File: src/rtl/xcvr_reset_seq_pkg.sv
// Shared types for the transceiver reset sequencer: state encoding, the
// registered output bundle and the mapping from state to output levels.
package xcvr_reset_pkg;

   localparam int RelockWidth = 8;

   typedef enum logic [2:0] {
      IDLE,
      PLL_RST,
      WAIT_LOCK,
      SETTLE,
      ANA_REL,
      DIG_REL,
      RUN,
      FAIL
   } xcvr_reset_state_t;

   typedef struct packed {
      logic pll_powerdown;
      logic analogreset;
      logic digitalreset;
      logic reset_out;
      logic error;
   } xcvr_reset_outs_t;

   // Output levels held while resident in a given state. Registering this at
   // every state change keeps the outputs glitch-free and in step with state.
   function automatic xcvr_reset_outs_t outs_for(input xcvr_reset_state_t s);
      xcvr_reset_outs_t o;
      o.pll_powerdown = (s == IDLE) || (s == PLL_RST) || (s == FAIL);
      o.analogreset   = !((s == ANA_REL) || (s == DIG_REL) || (s == RUN));
      o.digitalreset  = !((s == DIG_REL) || (s == RUN));
      o.reset_out     = (s != RUN);
      o.error         = (s == FAIL);
      return o;
   endfunction

endpackage

File: src/rtl/xcvr_reset_seq_if.sv
// Control/status bundle between the reset sequencer and its surroundings
// (Si570 controller, transceiver PHY, downstream MAC).
interface xcvr_reset_seq_if;
   import xcvr_reset_pkg::*;

   logic                   refclk_reset;
   logic                   pll_locked;
   logic                   rx_cal_busy;
   logic                   pll_powerdown;
   logic                   xcvr_analogreset;
   logic                   xcvr_digitalreset;
   logic                   reset_out;
   logic                   error;
   logic [RelockWidth-1:0] relock_count;

   modport master (
      output refclk_reset, pll_locked, rx_cal_busy,
      input  pll_powerdown, xcvr_analogreset, xcvr_digitalreset,
             reset_out, error, relock_count
   );

   modport slave (
      input  refclk_reset, pll_locked, rx_cal_busy,
      output pll_powerdown, xcvr_analogreset, xcvr_digitalreset,
             reset_out, error, relock_count
   );

endinterface

File: src/rtl/xcvr_reset_seq_bit_sync.sv
// Two-flop synchroniser for a single asynchronous level. The reset value is
// chosen per instance so that an unknown input reads as the safe level.
module bit_sync #(
   parameter logic ResetValue = 1'b0
) (
   input  logic clk,
   input  logic reset_n,
   input  logic d,
   output logic q
);

   logic meta;

   // Shift the asynchronous input through two stages.
   always_ff @(posedge clk or negedge reset_n) begin
      if (!reset_n) begin
         meta <= ResetValue;
         q    <= ResetValue;
      end else begin
         meta <= d;
         q    <= meta;
      end
   end

endmodule

File: src/rtl/xcvr_reset_seq.sv
// Transceiver reset sequencer: after the reference clock is valid, pulses the
// PLL reset, waits for lock, requires lock to be stable, then releases the
// analog and digital PHY resets in order and finally the downstream reset.
// Loss of lock in RUN re-sequences; repeated lock timeouts end in FAIL.
//
// state     | meaning
// ----------+------------------------------------------------------------
// IDLE      | refclk not valid, everything held in reset
// PLL_RST   | pll_powerdown asserted for PllResetCycles
// WAIT_LOCK | PLL released, waiting for lock (bounded by LockTimeoutCycles)
// SETTLE    | lock must stay high for StableCycles in a row
// ANA_REL   | analog reset released, waiting for cal idle + DigitalDelayCycles
// DIG_REL   | digital reset released, one cycle before RUN
// RUN       | downstream reset released, lock supervised
// FAIL      | lock never achieved after MaxRetries attempts, error high
module xcvr_reset_seq
   import xcvr_reset_pkg::*;
#(
   parameter int PllResetCycles     = 1000,
   parameter int LockTimeoutCycles  = 5000000,
   parameter int StableCycles       = 50000,
   parameter int DigitalDelayCycles = 2000,
   parameter int MaxRetries         = 7
) (
   input logic             clk,
   input logic             reset_n,
   xcvr_reset_seq_if.slave bus
);

   localparam int MaxAB      = (PllResetCycles > LockTimeoutCycles) ? PllResetCycles : LockTimeoutCycles;
   localparam int MaxCD      = (StableCycles > DigitalDelayCycles) ? StableCycles : DigitalDelayCycles;
   localparam int MaxCycles  = (MaxAB > MaxCD) ? MaxAB : MaxCD;
   localparam int TimerWidth = $clog2(MaxCycles + 1);
   localparam int RetryWidth = (MaxRetries < 1) ? 1 : $clog2(MaxRetries + 1);

   // Timer reload values: a phase of N cycles counts N-1 down to 0.
   localparam logic [TimerWidth-1:0] PllLoad    = TimerWidth'(PllResetCycles - 1);
   localparam logic [TimerWidth-1:0] LockLoad   = TimerWidth'(LockTimeoutCycles - 1);
   localparam logic [TimerWidth-1:0] StableLoad = TimerWidth'(StableCycles - 1);
   localparam logic [TimerWidth-1:0] DigLoad    = TimerWidth'(DigitalDelayCycles - 1);
   localparam logic [TimerWidth-1:0] TimerOne   = TimerWidth'(1);
   localparam logic [RetryWidth-1:0] RetryLast  = RetryWidth'(MaxRetries - 1);
   localparam logic [RetryWidth-1:0] RetryOne   = RetryWidth'(1);
   localparam logic [RelockWidth-1:0] RelockOne = RelockWidth'(1);

   xcvr_reset_state_t      state;
   xcvr_reset_outs_t       outs;
   logic [TimerWidth-1:0]  timer;
   logic [RetryWidth-1:0]  retry;
   logic [RelockWidth-1:0] relock;
   logic                   lock_s;
   logic                   busy_s;

   // Lock resets to "not locked"; calibration resets to "busy" so neither can
   // release anything before real synchronised values arrive.
   bit_sync #(.ResetValue(1'b0)) u_lock_sync (
      .clk     (clk),
      .reset_n (reset_n),
      .d       (bus.pll_locked),
      .q       (lock_s)
   );

   bit_sync #(.ResetValue(1'b1)) u_busy_sync (
      .clk     (clk),
      .reset_n (reset_n),
      .d       (bus.rx_cal_busy),
      .q       (busy_s)
   );

   // Sequencer: refclk_reset pre-empts every state, outputs follow next state.
   always_ff @(posedge clk or negedge reset_n) begin
      if (!reset_n) begin
         state  <= IDLE;
         outs   <= outs_for(IDLE);
         timer  <= '0;
         retry  <= '0;
         relock <= '0;
      end else if (bus.refclk_reset) begin
         state <= IDLE;
         outs  <= outs_for(IDLE);
         timer <= '0;
         retry <= '0;
      end else begin
         unique case (state)
            IDLE: begin
               state <= PLL_RST;
               outs  <= outs_for(PLL_RST);
               timer <= PllLoad;
            end
            PLL_RST: begin
               if (timer == '0) begin
                  state <= WAIT_LOCK;
                  outs  <= outs_for(WAIT_LOCK);
                  timer <= LockLoad;
               end else begin
                  timer <= timer - TimerOne;
               end
            end
            WAIT_LOCK: begin
               if (lock_s) begin
                  state <= SETTLE;
                  outs  <= outs_for(SETTLE);
                  timer <= StableLoad;
               end else if (timer == '0) begin
                  retry <= retry + RetryOne;
                  if (retry == RetryLast) begin
                     state <= FAIL;
                     outs  <= outs_for(FAIL);
                  end else begin
                     state <= PLL_RST;
                     outs  <= outs_for(PLL_RST);
                     timer <= PllLoad;
                  end
               end else begin
                  timer <= timer - TimerOne;
               end
            end
            SETTLE: begin
               if (!lock_s) begin
                  timer <= StableLoad;
               end else if (timer == '0) begin
                  state <= ANA_REL;
                  outs  <= outs_for(ANA_REL);
                  timer <= DigLoad;
                  retry <= '0;
               end else begin
                  timer <= timer - TimerOne;
               end
            end
            ANA_REL: begin
               // The digital delay only starts counting once calibration is idle.
               if (busy_s) begin
                  timer <= DigLoad;
               end else if (timer == '0) begin
                  state <= DIG_REL;
                  outs  <= outs_for(DIG_REL);
               end else begin
                  timer <= timer - TimerOne;
               end
            end
            DIG_REL: begin
               state <= RUN;
               outs  <= outs_for(RUN);
            end
            RUN: begin
               if (!lock_s) begin
                  state <= PLL_RST;
                  outs  <= outs_for(PLL_RST);
                  timer <= PllLoad;
                  if (relock != '1) begin
                     relock <= relock + RelockOne;
                  end
               end
            end
            FAIL: begin
               state <= FAIL;
            end
            default: begin
               state <= IDLE;
               outs  <= outs_for(IDLE);
            end
         endcase
      end
   end

   assign bus.pll_powerdown     = outs.pll_powerdown;
   assign bus.xcvr_analogreset  = outs.analogreset;
   assign bus.xcvr_digitalreset = outs.digitalreset;
   assign bus.reset_out         = outs.reset_out;
   assign bus.error             = outs.error;
   assign bus.relock_count      = relock;

endmodule

File: src/flat_wrapper.sv
// flat-port wrapper written by rule: the top's interface ports become plain ports
module xcvr_reset_seq_flat import xcvr_reset_pkg::*;
#(
   parameter int PllResetCycles     = 1000,
   parameter int LockTimeoutCycles  = 5000000,
   parameter int StableCycles       = 50000,
   parameter int DigitalDelayCycles = 2000,
   parameter int MaxRetries         = 7
)
  (clk, reset_n, bus_refclk_reset, bus_pll_locked, bus_rx_cal_busy, bus_pll_powerdown, bus_xcvr_analogreset, bus_xcvr_digitalreset, bus_reset_out, bus_error, bus_relock_count);
  xcvr_reset_seq_if bus_i ();
  input logic clk;
  input logic reset_n;
  input wire logic [$bits(bus_i.refclk_reset)-1:0] bus_refclk_reset;
  input wire logic [$bits(bus_i.pll_locked)-1:0] bus_pll_locked;
  input wire logic [$bits(bus_i.rx_cal_busy)-1:0] bus_rx_cal_busy;
  output wire logic [$bits(bus_i.pll_powerdown)-1:0] bus_pll_powerdown;
  output wire logic [$bits(bus_i.xcvr_analogreset)-1:0] bus_xcvr_analogreset;
  output wire logic [$bits(bus_i.xcvr_digitalreset)-1:0] bus_xcvr_digitalreset;
  output wire logic [$bits(bus_i.reset_out)-1:0] bus_reset_out;
  output wire logic [$bits(bus_i.error)-1:0] bus_error;
  output wire logic [$bits(bus_i.relock_count)-1:0] bus_relock_count;
  assign bus_i.refclk_reset = bus_refclk_reset;
  assign bus_i.pll_locked = bus_pll_locked;
  assign bus_i.rx_cal_busy = bus_rx_cal_busy;
  assign bus_pll_powerdown = bus_i.pll_powerdown;
  assign bus_xcvr_analogreset = bus_i.xcvr_analogreset;
  assign bus_xcvr_digitalreset = bus_i.xcvr_digitalreset;
  assign bus_reset_out = bus_i.reset_out;
  assign bus_error = bus_i.error;
  assign bus_relock_count = bus_i.relock_count;
  xcvr_reset_seq #(.PllResetCycles(PllResetCycles), .LockTimeoutCycles(LockTimeoutCycles), .StableCycles(StableCycles), .DigitalDelayCycles(DigitalDelayCycles), .MaxRetries(MaxRetries)) u_core (.clk(clk), .reset_n(reset_n), .bus(bus_i));
endmodule
File: config.mk
export PLATFORM = sky130hd
export DESIGN_NAME = xcvr_reset_seq_flat
export DESIGN_NICKNAME = d
export VERILOG_FILES = /design/src/rtl/xcvr_reset_seq_pkg.sv /design/src/rtl/xcvr_reset_seq_if.sv /design/src/rtl/xcvr_reset_seq_bit_sync.sv /design/src/rtl/xcvr_reset_seq.sv /design/src/flat_wrapper.sv
export SDC_FILE = /design/constraint.sdc
export NUM_CORES = 1
export LEC_CHECK = 0
export CAP_MARGIN = 25
export CELL_PAD_IN_SITES_DETAIL_PLACEMENT = 1
export CELL_PAD_IN_SITES_GLOBAL_PLACEMENT = 1
export CORE_UTILIZATION = 42
export CTS_CLUSTER_DIAMETER = 100
export DETAILED_ROUTE_END_ITERATION = 10
export PLACE_DENSITY_LB_ADDON = 0.1
export SLEW_MARGIN = 20
export SYNTH_ARGS = -nofsm -noshare
export SYNTH_HDL_FRONTEND = slang
export SYNTH_SLANG_ARGS = --single-unit
File: constraint.sdc
create_clock -name clk -period 2.6 [get_ports clk]
set_clock_uncertainty 0.1 [all_clocks]
set_input_delay 0.52 -clock clk [delete_from_list [all_inputs] [get_ports clk]]
set_output_delay 0.52 -clock clk [all_outputs]
set_load 0.05 [all_outputs]
==> impl_results.md, run 1 <==
- Status: completed
- Via/cell ratio: 5.85
- CP Data Required Time: 2710 ps
- DRC viols: 0
- Leakage: 1.52 nW
- Area Overhead vs Synth: 18.3%
- IO buf count: 17
- Worst Max-Slew Pin Slew: 711 ps
- Total track usage: 25.3%
- Mean Syn Cell Area: 9.05 um2
- CTS max path bufs: 2
- CP max stage delay: 600 ps
- Final non-filler cell total: 467
- Placed Instances: 459
- Die Wd: 85.7 um
- Synth cell types: 63
- Critical Path Source: u_core.timer[15]
- Slew Limit Fails: 0
- Reg power frac: 30.6%
- Vert. Die Dim: 85.7 um
- Critical path type: reg -> reg
- Post-route cell area: 3480 um2
- CTS root buffer: clkbuf_8
- Crit path arrival time: 2590 ps
- Fillers: 796
- DR vias: 2,731
- Final HPWL DP: 6580 um
- #FFs+latches synth: 46
- Slew headroom: 52.6%
- Post-Syn Area: 2940 um2
- Final hold viol count: 0
- Post-synth top flop: dfrtp_1
- Ordered cell list for the critical path: or4_4 -> nor4_4 -> buf_4 -> nand3_4 -> o21a_1 -> a31oi_4 -> mux2_4
- Initial core utilization: 43.3%
- Syn_nets: 335
- Row count: 30
- Post-layout min period: 2480 ps
- Setup ws final: 119 ps
- Pwr Density: 993 nW/um2
- Pre-CTS setup slack: -53.6 ps
- # setup viols final: 0
- Slowest CP cell: or4_4
- H-tree depth: 2
- Final Cycle Share: 95.4%
- Initial antenna violation count: 0
- GR Overflow Total: 0
- Drt initial violations: 116
- Switch Pwr: 0.00159 W
- Max-cap violations: 0
- Sequential area share after synthesis: 39.4%
- # diodes: 0
- Worst min path class: in -> async
- Clk_lat worst skew: 310 ps
- Core area: 6790 um2
- EDFF count, synth: 0
- Switching Fraction: 45.9%
- Largest net degree at the start of global routing: 31
- Routed wire length: 8550 um
- Die area: 7340 um2
- Post-DRT Antenna Nets: 0
- Placed inst area: 3380 um2
- First-pass GRT wire length: 14,400 um
- Clock sinks: 46
- Ys async rst share: 100%
- Setup crit end kind: flip-flop
- Worst VDD drop: 0.000553 V
- Hold-fix buffers, CTS: 0
- Share of layout cells above drive strength 1: 21.6%
- DRT Pass-1 Iters: 4
- Logic pwr share: 56.0%
- Critical-path maximum fanout: 5
- Total Power: 0.00346 W
- CTS tree: built
- Clock power frac: 13.4%
- Avg WL per Cell: 18.3 um
- Syn. warnings: 0
- Final nets: 380
- Max Freq: 0.403 GHz
- Routability Congestion: 0.838
- IO Pins: 18
- R2r startpoint: u_core.timer[15]
- CTS buffer count: 5
- Reg clk slew, reported paths: 90 ps
- Internal power: 0.00187 W
- Post-synthesis cell count: 325
- Vias in the first global route: 2,714
- RSZ-0062 raised after global routing: false
- Critical path launch point type: flip-flop
-- sequential cells by signal (all words and copies together) (netlist names) --
register / count
u_core.bus.error: 1
u_core.bus.xcvr_digitalreset: 1
u_core.bus.pll_powerdown: 1
u_core.bus.reset_out: 1
u_core.bus.relock_count: 8
u_core.bus.xcvr_analogreset: 1
u_core.state: 3
u_core.u_lock_sync.q: 1
u_core.u_lock_sync.meta: 1
u_core.retry: 3
u_core.timer: 23
u_core.u_busy_sync.q: 1
u_core.u_busy_sync.meta: 1
-- logic make-up after synthesis --
kind of cell	Yosys count	share of synthesized area, %
mux	3	1.40
flops	46	39.4
buf+inv	24	4.85
simple gates	126	23.4
xor+xnor	12	3.57
compound gates	109	25.3
fa+ha+maj	5	2.13
-- power groups by stage --
stage | Sequential (W) | Combinational, W | Clock, W
after global placement | 0.00105 | 0.00188 | 0
after global routing | 0.00108 | 0.00213 | 0.000499
after detailed placement | 0.00107 | 0.00192 | 0
after floorplan | 0.00108 | 0.00126 | 0
final | 0.00106 | 0.00194 | 0.000463
after CTS | 0.00105 | 0.00194 | 0.000478
-- worst max-delay path: cells and delay by family (launching register included) --
kind	cells	cell delay (ps)
multiplexers	1	320
buffers and inverters	1	190
AO/OA/AOI/OAI	2	430
AND/OR/NAND/NOR	3	920
flip-flops	1	420
-- layer usage --
layer	track usage (%)	vias up	wire length [um]
li1	-	1305	-
met1	36.5	1368	4130
met2	39.8	45	4020
met3	3.66	13	274
met4	6.97	0	132
met5	0	-	0
-- final timing paths --
path	end	slack, ps	cells after the start
worst max-delay path	u_core.bus.error	120	7
worst min-delay path	u_core.timer[18]	150	1
worst max register to register	u_core.bus.error	120	7
worst min register to register	u_core.u_busy_sync.q	260	0
max in group asynchronous	u_core.bus.xcvr_analogreset	1550	2
min in group clk	u_core.u_busy_sync.q	260	0
-- synthesized netlist by cell type, drive strengths merged, types with 5 or more instances --
cell type  instances  area share (%)
a21o              10             2.6
a21oi             22             3.7
a22o               7             2.4
a31oi              6             1.8
and3               5             1.2
buf               11             3.0
dfrtp             40              34
dfstp              6             5.4
ha                 5             2.1
inv               10             1.3
nand2             22             2.8
nand2b             5             1.1
nand3             10             2.1
nand4              8             1.7
nor2              30             3.9
nor2b              5             1.1
nor3              17             2.9
nor4               7             2.0
o21a               5             1.3
o21ai             29             5.1
o22ai              6             1.3
or2                6             1.3
xnor2              6             1.8
xor2               6             1.8
-- through the flow --
| step | setup TNS (ps) | hold WS [ps] | util, % |
|---|---|---|---|
| after global routing | 0 | 209 | 51.2 |
| after global placement | -1.90 | 233 | 49.8 |
| after floorplan | 0 | 124 | - |
| after CTS | 0 | 174 | 51.1 |
| final | 0 | 151 | 51.2 |
| after detailed placement | -202 | 248 | 49.8 |
-- cells in the final DEF, fill, tap and decap left out, types with 2 or more instances in the layout --
cell type        netlist  final
a211oi_1               2      2
a21o_1                 8      8
a21o_2                 2      2
a21oi_1               22     22
a22o_1                 6      6
a31oi_1                5      5
a32o_1                 2      2
and3_2                 4      4
buf_4                  1     35
clkbuf_8               0      5
clkdlybuf4s50_1        0     16
dfrtp_1               40     40
dfstp_2                6      6
ha_1                   5      5
inv_1                 10     10
mux2_4                 2      2
nand2_1               22     22
nand2b_1               5      5
nand3_1                9      9
nand4_1                8      8
nor2_1                29     29
nor2b_1                5      5
nor3_1                17     17
nor4_1                 6      6
o211ai_1               3      3
o21a_1                 5      5
o21ai_0               27     27
o22ai_1                6      6
o2bb2ai_1              3      3
o31ai_1                3      3
or2_2                  6      6
or3_1                  2      2
or4_4                  2      2
xnor2_1                6      6
xor2_1                 6      6
-- area by class of cell --
type / instances / area [um2] / share of cell area [%]
clock buffers: 5 / 68.8 / 1.98
clock inverters: 3 / 21.3 / 0.612
inverters: 10 / 37.5 / 1.08
multi-input cells: 255 / 1640 / 47.3
flip-flops and latches: 46 / 1160 / 33.3
well taps: 96 / 120 / 3.45
repair buffers: 52 / 428 / 12.3
-- what timing repair did --
action | 4_1_cts | 5_1_grt
gates resized for setup | 0 | 1
setup endpoints to repair | 0 | 8
buffers inserted | 0 | 0
Power figures use the tool's default switching activity.
==> run 2: changes to the inputs <==
PLACE_DENSITY_LB_ADDON = 0.3   (was 0.1)
==> run 2 against run 1 <==
Against the previous run: critical path depth stayed put; die area did not move; cell count up 0.43%; flip-flop and latch count did not move; via count rose by 2.2%; clock power up 41%; routed wire length is 2.8% higher; setup slack lost 22 ps; cell area rose by 2.2%; clock-buffer cell count stayed put; fmax fell by 0.89%; critical path type unchanged; largest cell class unchanged; highest routed layer unchanged.
==> impl_results.md, run 2 (synthesized netlist as in run 1, its figures left out) <==
- Reg clk slew, reported paths: 100 ps
- Slew headroom: 57.7%
- Share of layout cells above drive strength 1: 22.0%
- Clock sinks: 46
- Commonest non-fill, non-tap cell in the layout: dfrtp_1
- IO Pins: 18
- # setup viols final: 0
- Routed wire length: 8790 um
- Final HPWL DP: 6560 um
- Worst Max-Slew Pin Slew: 635 ps
- Final hold slack: 98.6 ps
- Ordered cell list for the critical path: or4_4 -> nor4_4 -> buf_4 -> and3_2 -> a22o_4 -> nor2_1 -> a22o_1
- Highest-count cells in the layout ignoring fill and taps: dfrtp_1 (40), buf_4 (36), nor2_1 (29), o21ai_0 (27)
- Setup ws final: 97.0 ps
- R2r setup slk: 100 ps
- Worst min path class: in -> async
- Initial antenna violation count: 0
- Routed wl met2: 4340 um
- Leakage: 1.56 nW
- DR vias: 2,790
- Drt initial violations: 133
- Final nets: 382
- Max Freq: 0.400 GHz
- Critical Path Source: u_core.timer[15]
- Worst reg2reg path depth: 7
- Slew Limit Fails: 0
- Die Wd: 85.7 um
- Number of flip-flops under the largest register name: 23
- Critical path launch point type: flip-flop
- CP max stage delay: 600 ps
- CTS max path bufs: 2
- GR Overflow Total: 0
- Largest Register: u_core.timer
- First-pass GRT wire length: 14,800 um
- Post-DRT Antenna Nets: 0
- Final Cycle Share: 96.3%
- Status: completed
- H-tree depth: 2
- Total track usage: 25.8%
- Largest net degree at the start of global routing: 25
- IO buf count: 17
- Routability Congestion: 0.876
- Pwr Density: 1040 nW/um2
- Pre-CTS setup slack: -221 ps
- M1 WL: 3980 um
- Max-cap violations: 0
- Post-layout min period: 2500 ps
- Max Used Layer: met4
- Setup TNS: 0 ps
- Post CTS Setup Buffer Count: 0
- CP Data Required Time: 2690 ps
- Final non-filler cell total: 469
- Critical-path maximum fanout: 10
- Clk_lat worst skew: 310 ps
- RSZ-0062 raised after global routing: false
- Row count: 30
- Area Overhead vs Synth: 20.9%
- Slowest CP cell: or4_4
- Via/cell ratio: 5.95
- DRC viols: 0
- Vias in the first global route: 2,921
- # diodes: 0
- Setup crit end kind: flip-flop
- Vert. Die Dim: 85.7 um
- CTS buffer count: 5
- R2r startpoint: u_core.timer[15]
- Avg WL per Cell: 18.7 um
- Critical path capture point: u_core.timer[7]
- Worst R2R End: u_core.timer[7]
- Core area: 6790 um2
- Crit path arrival time: 2590 ps
- Initial core utilization: 43.3%
- Hold-fix buffers, CTS: 0
- DRT Pass-1 Iters: 4
- CTS root buffer: clkbuf_8
- Worst VDD drop: 0.000454 V
- Critical path type: reg -> reg
- Final hold viol count: 0
- CTS tree: built
- Placed Instances: 461
- Met3 Routed Length: 290 um
- Die area: 7340 um2
==> run 2: cell count changes in the layout (fill, tap and decap cells not counted) <==
cell,change
clkinvlp_4,-1
buf_12,+1
clkinv_2,-1
buf_4,+1
bufinv_16,+2
==> run 2: power breakdown <==
group          internal, W  switching (W)
Combinational     0.000836        0.00116
Sequential        0.000857       0.000194
Clock             0.000385       0.000269
==> run 2: layout make-up <==
type	instances	area [um2]
fill	817	3240
multi-input combinational	255	1640
sequential	46	1160
timing repair buffer	54	455
tap	96	120
clock buffer	5	68.8
clock inverter	3	68.8
inverter	10	37.5
==> run 2: stage by stage <==
stage,utilization [%],cell area [um2],power [W]
6_report,52.3,3550,0.00370
5_1_grt,52.3,3550,0.00393
4_1_cts,52.3,3550,0.00369
3_5_place_dp,50.2,3410,0.00301
3_3_place_gp,50.2,3410,0.00294
2_1_floorplan,-,2940,0.00234
==> run 2: how the worst min path moves through the flow <==
stage,startpoint,endpoint,depth (start not counted)
floorplan,reset_n,u_core.bus.error,0
global placement,u_core.u_lock_sync.meta,u_core.u_lock_sync.q,0
detailed placement,u_core.u_lock_sync.meta,u_core.u_lock_sync.q,0
CTS,reset_n,u_core.timer[3],1
global route,reset_n,u_core.timer[22],1
finish,reset_n,u_core.timer[11],1
==> run 2: what timing repair did <==
item / 4_1_cts / 5_1_grt
endpoints found under the setup margin: 6 / 0
gates resized for setup: 1 / 0
hold endpoints to repair: 0 / 0
==> run 2: worst max-delay path: cells and delay by family (launching register included) <==
kind / cells / cell delay (ps)
simple gates: 4 / 1220
compound gates: 2 / 450
flops: 1 / 410
buf+inv: 1 / 200
==> run 2: routing by layer <==
layer / up-vias / track usage (%)
met5: - / 0
li1: 1299 / -
met2: 53 / 44.0
met1: 1422 / 34.0
met4: 0 / 8.03
met3: 16 / 3.66
